## src/rtl/counter_pkg.sv

```systemverilog
// counter_pkg
// Shared encodings for updown_counter_mod: end-of-range mode codes and
// the two FSM state codes. Mode 2'b11 is reserved and decodes as WRAP.
package counter_pkg;

  localparam logic [1:0] MODE_WRAP    = 2'b00;
  localparam logic [1:0] MODE_SAT     = 2'b01;
  localparam logic [1:0] MODE_ONESHOT = 2'b10;

  localparam logic [0:0] ST_RUN  = 1'b0;
  localparam logic [0:0] ST_DONE = 1'b1;

endpackage

```

## src/rtl/updown_counter_mod.sv

```systemverilog
// updown_counter_mod
// Parametrised up/down modulo counter with run-time direction and limit,
// synchronous parallel load and three end-of-range modes.
//
// state   | meaning
// --------+-----------------------------------------------------------
// ST_RUN  | normal stepping; tc and evt are live
// ST_DONE | one-shot finished; count frozen, done=1, enable ignored
//
// Ports:
//   clk      rising-edge clock
//   reset    asynchronous active-high reset
//   enable   count step permitted this cycle
//   dir      1 = count up, 0 = count down
//   load     synchronous parallel load (overrides enable and mode)
//   load_val value to load, clamped to limit
//   limit    upper bound of the count range 0..limit
//   mode     00 WRAP, 01 SATURATE, 10 ONESHOT, 11 treated as WRAP
//   count    current count
//   tc       combinational terminal-count flag
//   evt      registered one-cycle end-of-range pulse
//   done     one-shot completed
module updown_counter_mod
  import counter_pkg::*;
#(
  parameter int WIDTH     = 4,
  parameter int RESET_VAL = 15
) (
  input  logic             clk,
  input  logic             reset,
  input  logic             enable,
  input  logic             dir,
  input  logic             load,
  input  logic [WIDTH-1:0] load_val,
  input  logic [WIDTH-1:0] limit,
  input  logic [1:0]       mode,
  output logic [WIDTH-1:0] count,
  output logic             tc,
  output logic             evt,
  output logic             done
);

  localparam logic [WIDTH-1:0] RST_COUNT = RESET_VAL[WIDTH-1:0];
  localparam logic [WIDTH-1:0] ONE       = {{(WIDTH-1){1'b0}}, 1'b1};

  logic [0:0]       state;
  logic [0:0]       state_nxt;
  logic [WIDTH-1:0] count_nxt;
  logic [WIDTH-1:0] term;
  logic             evt_nxt;

  assign term = dir ? limit : '0;
  assign tc   = enable & (state == ST_RUN) & (count == term);
  assign done = (state == ST_DONE);

  always_comb begin
    count_nxt = count;
    evt_nxt   = 1'b0;
    state_nxt = state;
    if (load) begin
      count_nxt = (load_val < limit) ? load_val : limit;
      state_nxt = ST_RUN;
    end else if (state == ST_DONE) begin
      // Leaving one-shot mode releases the freeze without touching count.
      if (mode != MODE_ONESHOT) state_nxt = ST_RUN;
    end else if (enable) begin
      if (count > limit) begin
        // limit was lowered under us (or reset value exceeds it): snap back.
        count_nxt = limit;
      end else if (count != term) begin
        count_nxt = dir ? count + ONE : count - ONE;
      end else begin
        evt_nxt = 1'b1;
        case (mode)
          MODE_SAT:     count_nxt = count;
          MODE_ONESHOT: state_nxt = ST_DONE;
          default:      count_nxt = dir ? '0 : limit;
        endcase
      end
    end
  end

  always_ff @(posedge clk or posedge reset) begin
    if (reset) begin
      count <= RST_COUNT;
      evt   <= 1'b0;
      state <= ST_RUN;
    end else begin
      count <= count_nxt;
      evt   <= evt_nxt;
      state <= state_nxt;
    end
  end

endmodule
```

## config.mk

```make
export PLATFORM = sky130hd
export DESIGN_NAME = updown_counter_mod
export DESIGN_NICKNAME = d
export VERILOG_FILES = /design/src/rtl/counter_pkg.sv /design/src/rtl/updown_counter_mod.sv
export SDC_FILE = /design/constraint.sdc
export NUM_CORES = 1
export LEC_CHECK = 0
export ABC_AREA = 1
export CAP_MARGIN = 20
export CORE_MARGIN = 2
export CORE_UTILIZATION = 51
export CTS_BUF_LIST = sky130_fd_sc_hd__clkbuf_4
export DETAILED_ROUTE_END_ITERATION = 16
export PLACE_DENSITY = 0.81
export SKIP_LAST_GASP = 1
export SYNTH_ARGS = -nofsm -noshare
export SYNTH_HDL_FRONTEND = slang
export SYNTH_SLANG_ARGS = --single-unit
```

## constraint.sdc

```tcl
create_clock -name clk -period 2 [get_ports clk]
set_clock_uncertainty 0.2 [all_clocks]
set_input_delay 0.4 -clock clk [delete_from_list [all_inputs] [get_ports clk]]
set_output_delay 0.4 -clock clk [all_outputs]
set_load 0.1 [all_outputs]
```

==> results.md, run 1 <==
### Yosys
• **dominant combinational cell family by area after synthesis** simple AND/OR/NAND/NOR gates
• **share of the yosys chip area belonging to registers** 17.01%
• **post-synthesis adder-cell area fraction** 15.91%
• **synthesized-area fraction occupied by ao, oa, aoi and oai cells** 7.682%
• **multiplexer share of the synthesized area** 0%
• **most frequently used flop master after synthesis** sky130_fd_sc_hd__dfstp_2
• **number of library cell types mapped by synthesis** 21
• **fraction of synthesized cell area in xor and xnor cells** 2.881%
• **cell taking the most area after synthesis** sky130_fd_sc_hd__ha_1
• **area share of the largest cell type after synthesis** 13.72%
• **asr flop ratio synth** 100.0%
• **netlist area before placement** 912.1 sq um
• **leading post-synthesis cells by instance count** 31 x sky130_fd_sc_hd__nand2_1, 22 x sky130_fd_sc_hd__inv_1, 17 x sky130_fd_sc_hd__nand3_1
• **number of enable-type register cells in the synthesized netlist** 0
• **dominant cell by count in the synthesized netlist** sky130_fd_sc_hd__nand2_1
• **most area-consuming cells after synthesis** sky130_fd_sc_hd__ha_1 14%, sky130_fd_sc_hd__nand2_1 13%, sky130_fd_sc_hd__dfstp_2 12%, sky130_fd_sc_hd__nand3_1 9.3%, sky130_fd_sc_hd__inv_1 9.1%
• **synthesized area per cell** 6.610 sq um
• **net count after synthesis** 164
• **total of warnings raised by yosys** 0
• **number of flip-flops and latches in the synthesized netlist** 6
• **cell count after synthesis** 138
• **simple-gate share of the synthesized area** 44.58%

### STA
• **last worst endpoint in the global-route repair_timing** tc
• **WEP type** primary output

### Run status
• **Halt Stage** global routing (5_1_grt)
• **error text reported by the tool** [ERROR DPL-0033] detailed placement checks failed during check placement.
• **status** aborted with a tool error

### Floorplan
• **number of primary I/O pins** 22
• **width of the chip** 46.29 um
• **number of rows in the core area** 15
• **die span in y** 46.29 um
• **initial standard-cell utilization of the core** 53.41%

### GRT
• **number of antenna violations at the first check in global routing** 0
• **pin count of the biggest net entering global routing** 9

### CTS
• **CTS buffer count** 3
• **number of sinks on the clock net** 6
• **clock tree buffer depth** 2
• **clock root buffer** sky130_fd_sc_hd__clkbuf_4
• **number of H-tree levels** 1

### Placement
• **cell area reported after detailed placement** 0.001418 sq mm
• **Cell Count Post-Placement** 202
• **port buffer count** 21
• **HPWL after detailed placement** 2163 um
• **Final Wtd Congestion** 0.8955

-- metrics by stage --
stage          setup slack [ns]  TNS, ns
3_5_place_dp            -0.5272   -3.077
2_1_floorplan           -0.5930  -0.9604
4_1_cts                 -0.1642  -0.2401
3_3_place_gp            -0.4193   -2.534
-- cell families after synthesis --
family | after synthesis
simple gates | 77
buf+inv | 27
compound gates | 14
fa+ha+maj | 11
flops | 6
xor+xnor | 3
-- repair_timing --
action | in CTS
buffers inserted | 7
cloned | 0
gates resized for setup | 18
hold endpoints to repair | 0
pin swaps | 7
hold buffers | 0
endpoints found under the setup margin | 7
==> run 2: changes to the inputs <==
--- a/config.mk
+++ b/config.mk
@@ -7,11 +7,10 @@
 export LEC_CHECK = 0
 export ABC_AREA = 1
 export CAP_MARGIN = 20
-export CORE_MARGIN = 2
-export CORE_UTILIZATION = 51
-export CTS_BUF_LIST = sky130_fd_sc_hd__clkbuf_4
+export CORE_AREA = 2 2 63 65
 export DETAILED_ROUTE_END_ITERATION = 16
-export PLACE_DENSITY = 0.81
+export DIE_AREA = 0 0 65 67
+export PLACE_DENSITY_LB_ADDON = 0.15
 export SKIP_LAST_GASP = 1
 export SYNTH_ARGS = -nofsm -noshare
 export SYNTH_HDL_FRONTEND = slang
==> run 2 against run 1 <==
The flow now finishes, with violations (setup timing). Synthesized cell count did not move. Synthesized area did not move.
==> results.md, run 2 <==
### GRT
• **gr usage total** 14.06%
• **number of global-route vias before repair** 1010
• **pin count of the biggest net entering global routing** 9
• **number of antenna violations at the first check in global routing** 0
• **wire length of the first global-routing pass** 4671 um
• **total grt overflow** 0

### Worst setup path
• **register-to-register setup slack** 0 ns
• **Setup crit start kind** input pin
• **crit path kind** input pin to primary output
• **timing endpoint of the critical path** tc
• **endpoint of the most critical register-to-register path** count[2]$_DFFE_PP1P_
• **maximum fanout count along the critical path** 5
• **R2R Path Start** count[2]$_DFFE_PP1P_
• **required time at the worst-slack endpoint** 1.40 ns
• **worst endpoint data arrival time** 1.53 ns
• **launching instance or port of the critical path** dir
• **number of cells on the worst reg-to-reg path** 12
• **nature of the critical path endpoint** primary output

### Layout
• **number of nets in the layout** 216
• **utilization after layout** 43.79%
• **Reg with most FFs** count
• **fraction of layout cells with a size suffix above 1** 41.49%
• **final antenna diode count** 0
• **max FFs per register** 4
• **commonest cells after routing, fill and taps aside** 27 x sky130_fd_sc_hd__nand2_1, 25 x sky130_fd_sc_hd__buf_4, 19 x sky130_fd_sc_hd__inv_1
• **non-filler cells in the finished layout** 236
• **most common library cell in the layout ignoring fill and taps** sky130_fd_sc_hd__nand2_1
• **area grow syn2layout** 73.11%
• **total non-filler cell area in the finished layout** 0.001579 sq mm

### Yosys
• **dominant cell by count in the synthesized netlist** sky130_fd_sc_hd__nand2_1, unchanged
• **most frequently used flop master after synthesis** sky130_fd_sc_hd__dfstp_2, unchanged
• **net count after synthesis** 164, unchanged
• **total of warnings raised by yosys** 0, unchanged
• **number of library cell types mapped by synthesis** 21, unchanged
• **synthesized area per cell** 6.610 sq um, unchanged
• **cell taking the most area after synthesis** sky130_fd_sc_hd__ha_1, unchanged
• **cell count after synthesis** 138, unchanged
• **number of enable-type register cells in the synthesized netlist** 0, unchanged
• **leading post-synthesis cells by instance count** 31 x sky130_fd_sc_hd__nand2_1, 22 x sky130_fd_sc_hd__inv_1, 17 x sky130_fd_sc_hd__nand3_1, unchanged
• **most area-consuming cells after synthesis** sky130_fd_sc_hd__ha_1 14%, sky130_fd_sc_hd__nand2_1 13%, sky130_fd_sc_hd__dfstp_2 12%, sky130_fd_sc_hd__nand3_1 9.3%, sky130_fd_sc_hd__inv_1 9.1%, unchanged
• **share of the yosys chip area belonging to registers** 17.01%, unchanged
• **asr flop ratio synth** 100.0%, unchanged
• **number of flip-flops and latches in the synthesized netlist** 6, unchanged
• **area share of the largest cell type after synthesis** 13.72%, unchanged
• **netlist area before placement** 912.1 sq um, unchanged

### CTS
• **Worst-path clk slew** 0.03 ns
• **clock tree buffer depth** 2, unchanged
• **CTS buffer count** 3, unchanged
• **number of sinks on the clock net** 6, unchanged
• **insertion delay of the later-clocked pin in the worst-skew pair** 0.22 ns
• **clock root buffer** sky130_fd_sc_hd__clkbuf_8, was sky130_fd_sc_hd__clkbuf_4
• **clock tree from TritonCTS** yes
• **number of H-tree levels** 1, unchanged

### Pwr
• **Worst VDD drop** 0.4857 mV
• **power density over the cells** 1075 mW/mm^2
• **leakage power** 0.7966 nW

### Routing
• **First-pass DRT Iterations** 4
• **number of vias in the routed layout** 1016
• **detail-routed net length per standard cell** 11.06 um
• **overall routed net length** 2611 um
• **# DRC** 0
• **post-detailed-route count of antenna-violating nets** 0
• **ratio of routed vias to standard cells** 4.305
• **drt initial violations** 18

### Floorplan
• **initial standard-cell utilization of the core** 25.29%, was 53.41%
• **number of primary I/O pins** 22, unchanged
• **width of the chip** 65 um, was 46.29 um
• **number of rows in the core area** 22, was 15
• **overall die area** 0.004355 sq mm
• **Core Footprint** 0.003606 sq mm
• **die span in y** 67 um, was 46.29 um

### STA
• **crit path setup slack, layout** -0.1327 ns
• **fin crit period** 2.133 ns
• **highest achievable clock rate** 0.4689 GHz
• **portion of the clock cycle consumed by the worst path in the final layout** 106.6%
• **final count of negative-setup-slack endpoints** 2
• **unrepaired setup endpoints after global routing** true
• **number of endpoints with negative hold slack in the final report** 0
• **Slew Limit Fails** 0
• **slew of the pin with the lowest slew margin** 0.3302 ns
• **Worst slew margin** 77.75%

### Placement
• **setup slack after placement** -0.4431 ns, was -0.5272 ns
• **port buffer count** 21, unchanged
• **cell area reported after detailed placement** 0.001454 sq mm, was 0.001418 sq mm
• **HPWL after detailed placement** 2106 um, was 2163 um
• **Final Wtd Congestion** 0.8460, was 0.8955
• **Cell Count Post-Placement** 226, was 202

### Run status
• **violated checks** setup timing
• **status** complete, but fails checks, was aborted with a tool error

### Min path
• **type of the worst min-delay path** input pin to async pin

### Flow run
• **MaxCap Viol Count** 0

run 2: cell counts after synthesis:
No cell type changed its count.
run 2: how the worst min path moves through the flow:
stage                              start        endpoint  slack [ns]  cells past startpoint
final                              reset  done$_DFF_PP0_        0.19                      2
after detailed placement  done$_DFF_PP0_   evt$_DFF_PP0_        0.41                      1
after floorplan                    reset  done$_DFF_PP0_       -0.01                      1
after global routing               reset  done$_DFF_PP0_        0.22                      2
after global placement             reset   evt$_DFF_PP0_        0.43                      2
after CTS                          reset  done$_DFF_PP0_        0.19                      2
run 2: worst max-delay path: stages:
cell                            delay, ns
sky130_fd_sc_hd__dlygate4sd2_1       0.26
sky130_fd_sc_hd__buf_2               0.16
sky130_fd_sc_hd__nand2_1             0.06
sky130_fd_sc_hd__nand2_1             0.06
sky130_fd_sc_hd__nand2_2             0.08
sky130_fd_sc_hd__nand2_4             0.05
sky130_fd_sc_hd__inv_2               0.06
sky130_fd_sc_hd__nand2_4             0.06
sky130_fd_sc_hd__nor3_4              0.14
sky130_fd_sc_hd__buf_12              0.20
run 2: cell families after synthesis:
family                     Yosys count  synth area share, %
and+or+nand+nor                     77                44.58
buffers and inverters               27                11.93
AOI/OAI and AO/OA                   14                7.682
adders and majority gates           11                15.91
DFF                                  6                17.01
xor gates and xnor gates             3                2.881
run 2: what timing repair did:
action                                  CTS  global route
cloned                                    1             0
endpoints found under the setup margin    7             5
hold buffers                              0             0
pin swaps                                 1             2
resized for setup                         8             8
buffers inserted                          5             1
run 2: metal layers:
metal / wire [um] / global-route usage, % / vias to the layer above
met1: 1160 / 16.41 / 455
li1: - / - / 536
met3: 136 / 2.703 / 6
met4: 63 / 5.851 / 0
met5: 0 / 0 / -
met2: 1251 / 25.00 / 19
run 2: power breakdown:
group          internal [W]  switching, W  total [W]
sequential         0.000195     0.0000472   0.000242
clock              0.000129     0.0000465   0.000175
combinational      0.000542      0.000738    0.00128
total              0.000866      0.000831    0.00170
run 2: cell type report:
type / instances / area (sq um)
inverters: 26 / 100.1
clock buffers: 3 / 41.29
fillers: 376 / 2027
repair buffers: 48 / 478.0
well taps: 48 / 60.06
flip-flops and latches: 6 / 170.2
multi-input cells: 105 / 729.5
run 2: metrics by stage:
| step | setup TNS (ns) | hold slack [ns] | power, W |
|---|---|---|---|
| floorplan | -0.9604 | -0.01196 | 0.001027 |
| global placement | -2.567 | 0.4255 | 0.001420 |
| detailed placement | -2.575 | 0.4139 | 0.001425 |
| CTS | -0.1985 | 0.1944 | 0.001660 |
| global route | -0.7433 | 0.2204 | 0.001839 |
| finish | -0.1454 | 0.1914 | 0.001697 |
(Power assumes the default switching activity.)
